### config.mk
export PLATFORM = sky130hd
export DESIGN_NAME = stdp_synapse_array
export DESIGN_NICKNAME = d
export VERILOG_FILES = /design/src/rtl/stdp_pkg.sv /design/src/rtl/stdp_channel.sv /design/src/rtl/stdp_synapse_array.sv
export SDC_FILE = /design/constraint.sdc
export NUM_CORES = 1
export LEC_CHECK = 0
export ABC_AREA = 1
export CAP_MARGIN = 20
export CORE_ASPECT_RATIO = 0.9
export CORE_UTILIZATION = 62
export CTS_BUF_LIST = sky130_fd_sc_hd__clkbuf_4 sky130_fd_sc_hd__clkbuf_8
export DETAILED_ROUTE_END_ITERATION = 10
export PLACE_DENSITY = 0.84
export REMOVE_ABC_BUFFERS = 1
export SYNTH_ARGS = -nofsm -noshare
export SYNTH_HDL_FRONTEND = slang
export SYNTH_SLANG_ARGS = --single-unit
### constraint.sdc
create_clock -name clk -period 4 [get_ports clk]
set_input_delay 0.8 -clock clk [delete_from_list [all_inputs] [get_ports clk]]
set_output_delay 0.8 -clock clk [all_outputs]
set_load 0.1 [all_outputs]
### src/rtl/stdp_pkg.sv
// Shared constants and helpers for the STDP synapse array.
// Provides the default parameter values, the exponentially decaying step
// function and a saturating clamp. Both helpers work on int so callers can
// mix timer, weight and amplitude widths without sign surprises.
package stdp_pkg;

  localparam int N_DEF         = 4;
  localparam int TW_DEF        = 8;
  localparam int WW_DEF        = 8;
  localparam int W_INIT_DEF    = 64;
  localparam int W_MAX_DEF     = 255;
  localparam int W_MIN_DEF     = 0;
  localparam int A_PLUS_DEF    = 16;
  localparam int A_MINUS_DEF   = 8;
  localparam int TAU_SHIFT_DEF = 2;
  localparam int WINDOW_DEF    = 20;

  // Step for a spike distance dt >= 1: the amplitude halves every
  // 2^tau_shift cycles of dt. Callers only use the result when dt >= 1.
  function automatic int stdp_step(input int amp, input int dt, input int tau_shift);
    return amp >> ((dt - 1) >> tau_shift);
  endfunction

  // Saturate v into [lo, hi] instead of letting it wrap.
  function automatic int stdp_clamp(input int v, input int lo, input int hi);
    if (v < lo) return lo;
    if (v > hi) return hi;
    return v;
  endfunction

endpackage

### src/rtl/stdp_channel.sv
// One pre-synaptic channel of the STDP array.
// Holds the pre-spike timer and seen flag, the weight register and the
// LTP/LTD decision for this channel.
// Ports:
//   clk, rst        clock, synchronous active-high reset
//   pre_spike       this channel's pre-synaptic spike pulse
//   post_spike      shared post-synaptic spike pulse
//   post_seen       a post spike has occurred since reset
//   post_t          cycles since the last post spike (saturating)
//   learn_en        allow learning updates
//   wr_en           host write already decoded for this channel
//   wr_data         host write value (clamped before storing)
//   weight          current weight
//   update_valid    one-cycle pulse when learning changed the weight
//   update_dir      1 = LTP, 0 = LTD, valid with update_valid
module stdp_channel
  import stdp_pkg::*;
#(
  parameter int TW        = TW_DEF,
  parameter int WW        = WW_DEF,
  parameter int W_INIT    = W_INIT_DEF,
  parameter int W_MAX     = W_MAX_DEF,
  parameter int W_MIN     = W_MIN_DEF,
  parameter int A_PLUS    = A_PLUS_DEF,
  parameter int A_MINUS   = A_MINUS_DEF,
  parameter int TAU_SHIFT = TAU_SHIFT_DEF,
  parameter int WINDOW    = WINDOW_DEF
) (
  input  logic          clk,
  input  logic          rst,
  input  logic          pre_spike,
  input  logic          post_spike,
  input  logic          post_seen,
  input  logic [TW-1:0] post_t,
  input  logic          learn_en,
  input  logic          wr_en,
  input  logic [WW-1:0] wr_data,
  output logic [WW-1:0] weight,
  output logic          update_valid,
  output logic          update_dir
);

  logic [TW-1:0] pre_t_q, pre_t_d;
  logic          pre_seen_q, pre_seen_d;
  logic [WW-1:0] weight_q, weight_d;
  logic          update_valid_q, update_valid_d;
  logic          update_dir_q, update_dir_d;
  logic          ltp_hit, ltd_hit;

  // NOTE: every signal assigned in this block gets a default first so no
  // path leaves it unassigned, which would infer a latch.
  always_comb begin
    pre_seen_d     = pre_seen_q | pre_spike;
    weight_d       = weight_q;
    update_valid_d = 1'b0;
    update_dir_d   = 1'b0;

    // Timer restarts at 1 on the cycle after a spike and saturates at all-ones.
    if (pre_spike)             pre_t_d = TW'(1);
    else if (pre_t_q != '1)    pre_t_d = pre_t_q + TW'(1);
    else                       pre_t_d = pre_t_q;

    // A coincident pre/post pair is neither LTP nor LTD.
    ltp_hit = learn_en && post_spike && !pre_spike && pre_seen_q &&
              (int'(pre_t_q) >= 1) && (int'(pre_t_q) <= WINDOW);
    ltd_hit = learn_en && pre_spike && !post_spike && post_seen &&
              (int'(post_t) >= 1) && (int'(post_t) <= WINDOW);

    // Host write wins over learning and suppresses the update pulse.
    if (wr_en) begin
      weight_d = WW'(stdp_clamp(int'(wr_data), W_MIN, W_MAX));
    end else if (ltp_hit) begin
      weight_d       = WW'(stdp_clamp(int'(weight_q) +
                                      stdp_step(A_PLUS, int'(pre_t_q), TAU_SHIFT),
                                      W_MIN, W_MAX));
      update_valid_d = 1'b1;
      update_dir_d   = 1'b1;
    end else if (ltd_hit) begin
      weight_d       = WW'(stdp_clamp(int'(weight_q) -
                                      stdp_step(A_MINUS, int'(post_t), TAU_SHIFT),
                                      W_MIN, W_MAX));
      update_valid_d = 1'b1;
    end
  end

  // NOTE: state registers use non-blocking assignments so every flop samples
  // the pre-edge value of every other flop.
  // NOTE: the weight register is reset along with the control state because
  // its reset value is architecturally visible (W_INIT), unlike a data RAM.
  always_ff @(posedge clk) begin
    if (rst) begin
      pre_t_q        <= '0;
      pre_seen_q     <= 1'b0;
      weight_q       <= WW'(W_INIT);
      update_valid_q <= 1'b0;
      update_dir_q   <= 1'b0;
    end else begin
      pre_t_q        <= pre_t_d;
      pre_seen_q     <= pre_seen_d;
      weight_q       <= weight_d;
      update_valid_q <= update_valid_d;
      update_dir_q   <= update_dir_d;
    end
  end

  assign weight       = weight_q;
  assign update_valid = update_valid_q;
  assign update_dir   = update_dir_q;

endmodule

### src/rtl/stdp_synapse_array.sv
// STDP learning block for N synapses converging on one post-synaptic neuron.
// Owns the shared post-spike timer and seen flag plus the host write decode,
// and instantiates one stdp_channel per pre-synaptic input.
// Ports:
//   clk, rst        clock, synchronous active-high reset
//   pre_spike[N]    per-channel pre-synaptic spike pulses
//   post_spike      post-synaptic spike pulse
//   learn_en        allow learning updates
//   wr_en/wr_idx/wr_data  host weight write (wr_idx >= N ignored)
//   weight_flat     channel i at bits [i*WW +: WW]
//   update_valid[N] one-cycle pulse per channel on a learning update
//   update_dir[N]   1 = LTP, 0 = LTD
module stdp_synapse_array
  import stdp_pkg::*;
#(
  parameter int N         = N_DEF,
  parameter int TW        = TW_DEF,
  parameter int WW        = WW_DEF,
  parameter int W_INIT    = W_INIT_DEF,
  parameter int W_MAX     = W_MAX_DEF,
  parameter int W_MIN     = W_MIN_DEF,
  parameter int A_PLUS    = A_PLUS_DEF,
  parameter int A_MINUS   = A_MINUS_DEF,
  parameter int TAU_SHIFT = TAU_SHIFT_DEF,
  parameter int WINDOW    = WINDOW_DEF,
  localparam int IW       = (N > 1) ? $clog2(N) : 1
) (
  input  logic            clk,
  input  logic            rst,
  input  logic [N-1:0]    pre_spike,
  input  logic            post_spike,
  input  logic            learn_en,
  input  logic            wr_en,
  input  logic [IW-1:0]   wr_idx,
  input  logic [WW-1:0]   wr_data,
  output logic [N*WW-1:0] weight_flat,
  output logic [N-1:0]    update_valid,
  output logic [N-1:0]    update_dir
);

  logic [TW-1:0] post_t_q, post_t_d;
  logic          post_seen_q, post_seen_d;
  logic [N-1:0]  wr_sel;

  always_comb begin
    post_seen_d = post_seen_q | post_spike;
    if (post_spike)          post_t_d = TW'(1);
    else if (post_t_q != '1) post_t_d = post_t_q + TW'(1);
    else                     post_t_d = post_t_q;
  end

  always_ff @(posedge clk) begin
    if (rst) begin
      post_t_q    <= '0;
      post_seen_q <= 1'b0;
    end else begin
      post_t_q    <= post_t_d;
      post_seen_q <= post_seen_d;
    end
  end

  for (genvar i = 0; i < N; i++) begin : g_ch
    // An out-of-range wr_idx matches no channel and is dropped here.
    assign wr_sel[i] = wr_en && (int'(wr_idx) == i);

    stdp_channel #(
      .TW(TW), .WW(WW), .W_INIT(W_INIT), .W_MAX(W_MAX), .W_MIN(W_MIN),
      .A_PLUS(A_PLUS), .A_MINUS(A_MINUS), .TAU_SHIFT(TAU_SHIFT), .WINDOW(WINDOW)
    ) u_ch (
      .clk         (clk),
      .rst         (rst),
      .pre_spike   (pre_spike[i]),
      .post_spike  (post_spike),
      .post_seen   (post_seen_q),
      .post_t      (post_t_q),
      .learn_en    (learn_en),
      .wr_en       (wr_sel[i]),
      .wr_data     (wr_data),
      .weight      (weight_flat[i*WW +: WW]),
      .update_valid(update_valid[i]),
      .update_dir  (update_dir[i])
    );
  end

endmodule

After elaboration in Yosys (flattened, before gate mapping)
Index checks and enable logic that the tools add are counted.
Widths: inputs -> output; s select.
- register bits after elaboration: 85
- input bits: 19
- output and inout bits: 40
- word-level logic and storage cells: 276
- $add $sub $neg: 18
- magnitude comparators: 26
- eq/ne operators: 8
- shift-type cells: 5
- muxes and demuxes: 122
- bitwise operators: 5
- reductions and logical operators: 65
- operators by type and width (operator ; number):
    $mux 8 ; 36
    $gt 32x9->1 const B ; 8
    $lt 32x1->1 const B ; 8
    $add 9x32->32 ; 4
    $shr 5x30->32 const A ; 4
    $sub 9x32->32 ; 4
    $mux 1 ; 86
    $sub 8x1->9 const B ; 5
    $logic_and 1x1->1 ; 41
    $add 8x1->8 const B ; 5
    $ge 8x1->1 const B ; 5
    $le 8x5->1 const B ; 5
    $ne 8x8->1 const B ; 5
    $shr 4x30->32 const A ; 1
    $reduce_or 2->1 ; 9
    $reduce_bool 3->1 ; 4
    $reduce_bool 2->1 ; 5
    $logic_not 1->1 ; 5
    $or 1x1->1 ; 5
    $eq 2x2->1 const B ; 2
    $eq 2x1->1 const B ; 1
    $logic_not 2->1 ; 1

Depth between registers and ports, before layout
- depth in word-level cells: 17
- gate-level depth with buffers: 25
- depth with buffers taken out: 25

Cells and area by module
A second synthesis with hierarchy kept.
- cell total of the unflattened synthesis: 1450
- area, all modules: 8794.7 µm²
- by module, submodules not included (module ; instances ; cells an instance ; area each (µm²) ; seq. area each (µm²)):
    stdp_channel (g_ch[0].u_ch ...) ; 3 ; 343 ; 2075.7 ; 380.4
    stdp_channel (g_ch[3].u_ch) ; 1 ; 350 ; 2068.2 ; 380.4
    stdp_synapse_array ; 1 ; 71 ; 499.2 ; 180.2

Least setup slack after synthesis
No wires, ideal clock.
- path type: register to register
- start: reg post_t_q[0]
- end: reg g_ch[3].u_ch.weight_q[6]
- setup time: 0.117 ns
- arrival time: 3.012 ns
- required time: 3.883 ns
- slack: 0.871 ns
- cell stages (with the launch flop): 24
- path buffers: 0
- period minus slack after synthesis: 3.129 ns
- cell sequence: dfxtp_1 inv_1 ha_1 inv_1 nor3_2 nand2_1 o21ai_0 o21ai_0 nor2_1 inv_1 nor4_1 ha_1 o21ai_0 nand2_1 nand2_1 nor3_1 ha_1 inv_1 nand2_1 nand2_1 nand2_1 nand2_1 nand2_1 nand2_1
- longest elaborated chain between the ends: 14
- elaborated cells on any way between the ends: 25
- classes of those cells: add/sub: 2; order compare: 4; shift: 1; mux: 15; reduce/logical: 3
- RTL lines (element ; RTL line ; text):
    start, declared ; stdp_synapse_array.sv:41 ; logic [TW-1:0] post_t_q, post_t_d;
    start signal, assigned ; stdp_synapse_array.sv:57 ; post_t_q <= post_t_d;
    $sub 8x1->9 ; stdp_pkg.sv:21 ; return amp >> ((dt - 1) >> tau_shift);
    $shr 4x30->32 ; stdp_pkg.sv:21 ;
    $sub 9x32->32 ; stdp_channel.sv:79 ; weight_d = WW'(stdp_clamp(int'(weight_q) -
    $gt 32x9->1 ; stdp_pkg.sv:27 ; if (v > hi) return hi;
    $mux 1 (2 in series) ; stdp_pkg.sv:27 ;
    $mux 1 ; stdp_channel.sv:78 ; end else if (ltd_hit) begin
    $mux 1 ; stdp_channel.sv:72 ; end else if (ltp_hit) begin
    $mux 1 ; stdp_channel.sv:70 ; if (wr_en) begin
    $mux 8 ; stdp_pkg.sv:28 ; return v;
    $mux 8 ; stdp_pkg.sv:27 ;
    $mux 8 ; stdp_channel.sv:78 ;
    $mux 8 ; stdp_channel.sv:72 ;
    $mux 8 ; stdp_channel.sv:70 ;
    end signal, assigned ; stdp_channel.sv:94 ; weight_q <= WW'(W_INIT);
    end signal, assigned ; stdp_channel.sv:100 ; weight_q <= weight_d;
    end, declared ; stdp_channel.sv:45 ; logic [WW-1:0] weight_q, weight_d;
Several ways; a longest one is shown, not always the timed one. The select of a mux whose other input is x is not followed.
A chain may end at the register's enable or synchronous reset.

Worst setup path in the final report
- start: reg post_t_q[0]
- end: reg g_ch[3].u_ch.weight_q[5]
Same word-level chain as after synthesis.

==> results.py <==
metrics = {
    "drt": {
        "wl_per_cell_um": 13.5,
        "drc": 0,
        "drtPass1Iterations": 5,
        "wl_um": 19100,
        "vias": 7757,
        "postRouteAntennaNets": 0,
        "viasPerCell": 5.46,
        "first_iter_violations": 758,
    },
    "pwr": {
        "p_leak_nw": 4.20,
        "combPwrFrac_pct": 35.6,
        "p_sw_share_pct": 40.1,
        "seqPwrFrac_pct": 36.9,
        "p_per_area_mw_per_mm2": 299,
        "switching_power_w": 0.00103,
        "power_w": 0.00258,
        "intPower_w": 0.00154,
        "irDropWorstVdd_v": 0.000268,
        "p_clk_share_pct": 27.5,
    },
    "finish": {
        "register_area_mm2": 0.00170,
        "antennaDiodeCount": 0,
        "multi_input_area_mm2": 0.00518,
        "area_delta_synth_final_pct": 12.1,
        "drive_gt1_share_pct": 7.94,
        "n_fill_cell": 1077,
        "nets": 1341,
    },
    "yosys": {
        "synth-compound-area-share_pct": 14.9,
        "synth.most_common_cell": "nand2_1",
        "ys_seq_area_share_pct": 22.1,
        "synthXorXnorAreaFrac_pct": 5.12,
        "async_reset_ff_share_pct": 0,
        "ys_seq_elements": 85,
        "synth-adder-area-share_pct": 11.7,
        "yosys-top-cells-count": "295 x nand2_1, 157 x inv_1, 126 x nor2_1, 95 x a21oi_1, 85 x dfxtp_1",
        "synth_cell_type_count": 45,
        "synth_area_leaders": "dfxtp_1 22%, nand2_1 14%, ha_1 9.6%",
        "yosysWarningCount": 0,
        "syn_area_mm2": 0.00769,
        "avgSynthCellArea_um2": 6.38,
        "synthFlopType": "dfxtp_1",
        "synth_top_family_by_area": "simple AND/OR/NAND/NOR gates",
        "synth_simple_gate_area_share_pct": 35.6,
        "synth_largest_area_cell": "dfxtp_1",
        "synth_edf_count": 0,
        "synth.area.mux_share_pct": 0,
        "yosysTopAreaCellShare_pct": 22.1,
        "synthesis.instances": 1205,
    },
    "die": {
        "rows": 38,
        "die_w_um": 119,
        "die_y_um": 108,
        "start_util_pct": 63.7,
        "dieArea_mm2": 0.0129,
        "core_area_mm2": 0.0121,
        "pin_count": 59,
    },
    "sta": {
        "fin_skew_ns": 0.0104,
        "worst_hold_slack_ns": 0.477,
        "period_minus_slack_ns": 3.57,
        "fin_crit_sh_pct": 89.2,
        "worst-slew-pin-transition_ns": 0.976,
        "max_freq_mhz": 280,
        "hold_viol_final": 0,
        "rsz0062_at_grt": "yes",
        "setup_violations": 0,
        "slew_headroom_pct": 34.7,
        "drv_slew": 0,
    },
    "clocking": {
        "numCtsBuffers": 9,
        "clock_latency_ns": 0.38,
        "cts.clk_slew.worst_paths_ns": 0.09,
        "cts_tree": "yes",
        "clock_sinks": 85,
        "clock-root-buffer": "clkbuf_8",
        "cts.htree.levels": 3,
        "ctsResizeCount": 0,
        "cts_max_path_buffers": 2,
        "cts_setup_buffers": 0,
        "cts_hold_buf": 0,
    },
    "status": {
        "outcome": "finished, final reports clean",
    },
    "job": {
        "drv_cap": 0,
    },
    "grt": {
        "grt.busiest_layer": "met2",
        "grtUsageTotal_pct": 30.7,
        "grt_pass1_wl_um": 31800,
        "grt-ovfl-total": 0,
        "met1_usage_pct": 41.8,
        "met2_usage_pct": 49.1,
        "antenna_found_initial": 0,
        "grt_use_met3_pct": 5.93,
        "grt_start_max_net_pins": 25,
        "grt_pass1_vias": 6966,
    },
    "critical_path": {
        "worst-path-buf-inv": 5,
        "crit_path_end_kind": "flop",
        "startpoint_type": "flop",
        "cpPeakStageDelay_ns": 0.37,
        "crit_path_max_fanout": 7,
        "crit_family": "simple AND/OR/NAND/NOR gates",
        "required_ns": 4.29,
        "crit_top_cell": "nand2_1",
        "critical_path_class": "flop to flop",
        "worstPathArrival_ns": 3.86,
        "worst_path_max_delay_cell": "ha_1",
    },
    "placed_design": {
        "hpwl_um": 15000,
        "gp_congestion": 0.933,
        "io_buffers": 58,
    },
    "worst_hold_path": {
        "hp-class": "flop to flop",
    },
}
-- registers in the layout (all words and copies together) (netlist names) --
signal / flops
g_ch.u_ch.update_dir: 4
g_ch.u_ch.update_valid: 4
post_t_q: 8
post_seen_q: 1
g_ch.u_ch.pre_seen_q: 4
g_ch.u_ch.weight: 32
g_ch.u_ch.pre_t_q: 32
-- worst paths after layout --
path | startpoint | end | slack [ns] | cells past startpoint
worst max register to register | post_t_q[0] | g_ch[3].u_ch.weight[5] | 0.43 | 25
worst min register to register | g_ch[3].u_ch.pre_seen_q | g_ch[3].u_ch.pre_seen_q | 0.48 | 2
worst min-delay path | g_ch[3].u_ch.pre_seen_q | g_ch[3].u_ch.pre_seen_q | 0.48 | 2
worst max-delay path | post_t_q[0] | g_ch[3].u_ch.weight[5] | 0.43 | 25
-- cells in the final DEF, fill, tap and decap left out, types with 11 or more instances in the layout --
master and instances:
inv_2 20, xnor2_1 17, o21ai_1 11, nand3_1 67, inv_1 156, nor2_1 126, a31oi_1 13, dfxtp_1 85
a21oi_1 95, nand2_1 294, xor2_1 28, nand4_1 18, ha_1 59, nor3_1 34, clkdlybuf4s50_1 58, o21ai_0 56
-- power groups by stage --
| stage | sequential (W) | clock, W | combinational (W) |
|---|---|---|---|
| floorplan | 0.00115 | 0 | 0.000504 |
| detailed placement | 0.000969 | 0 | 0.000904 |
| CTS | 0.000950 | 0.000729 | 0.000908 |
| finish | 0.000951 | 0.000710 | 0.000917 |
| global route | 0.000957 | 0.000761 | 0.00101 |
| global placement | 0.000968 | 0 | 0.000891 |
-- cell families after synthesis --
| group | Yosys count |
|---|---|
| buffers and inverters | 205 |
| DFF | 85 |
| AOI/OAI and AO/OA | 208 |
| xor gates and xnor gates | 45 |
| adders and majority gates | 67 |
| and+or+nand+nor | 595 |
-- per-stage QoR --
stage	setup WS [ns]	instance area, um2	utilization (%)	std cells	setup TNS [ns]
2_1_floorplan	0.870	7570	-	1182	0
4_1_cts	0.439	8620	71.4	1420	0
6_report	0.432	8620	71.4	1420	0
3_5_place_dp	0.473	8390	69.5	1404	0
5_1_grt	-0.0525	8620	71.4	1420	-0.0525
3_3_place_gp	0.682	8390	69.5	1404	0
-- layer usage --
layer  vias up  wire length (um)
met1      3477              9020
met3        34              1250
met4         0               359
met2       220              8510
li1       4026                 -
met5         -                 0
-- tightest hold or removal path: cells and delay by family (launching register included) --
| kind | cells | cell delay, ns |
|---|---|---|
| DFF | 1 | 0.34 |
| and+or+nand+nor | 2 | 0.11 |
-- area by class of cell --
cell class,count,share of cell area (%)
multi-input combinational,915,60.1
clock buffer,10,1.52
sequential,85,19.7
clock inverter,6,1.10
inverter,182,8.04
tap,160,2.32
timing repair buffer,62,7.23
(Power assumes the default switching activity.)
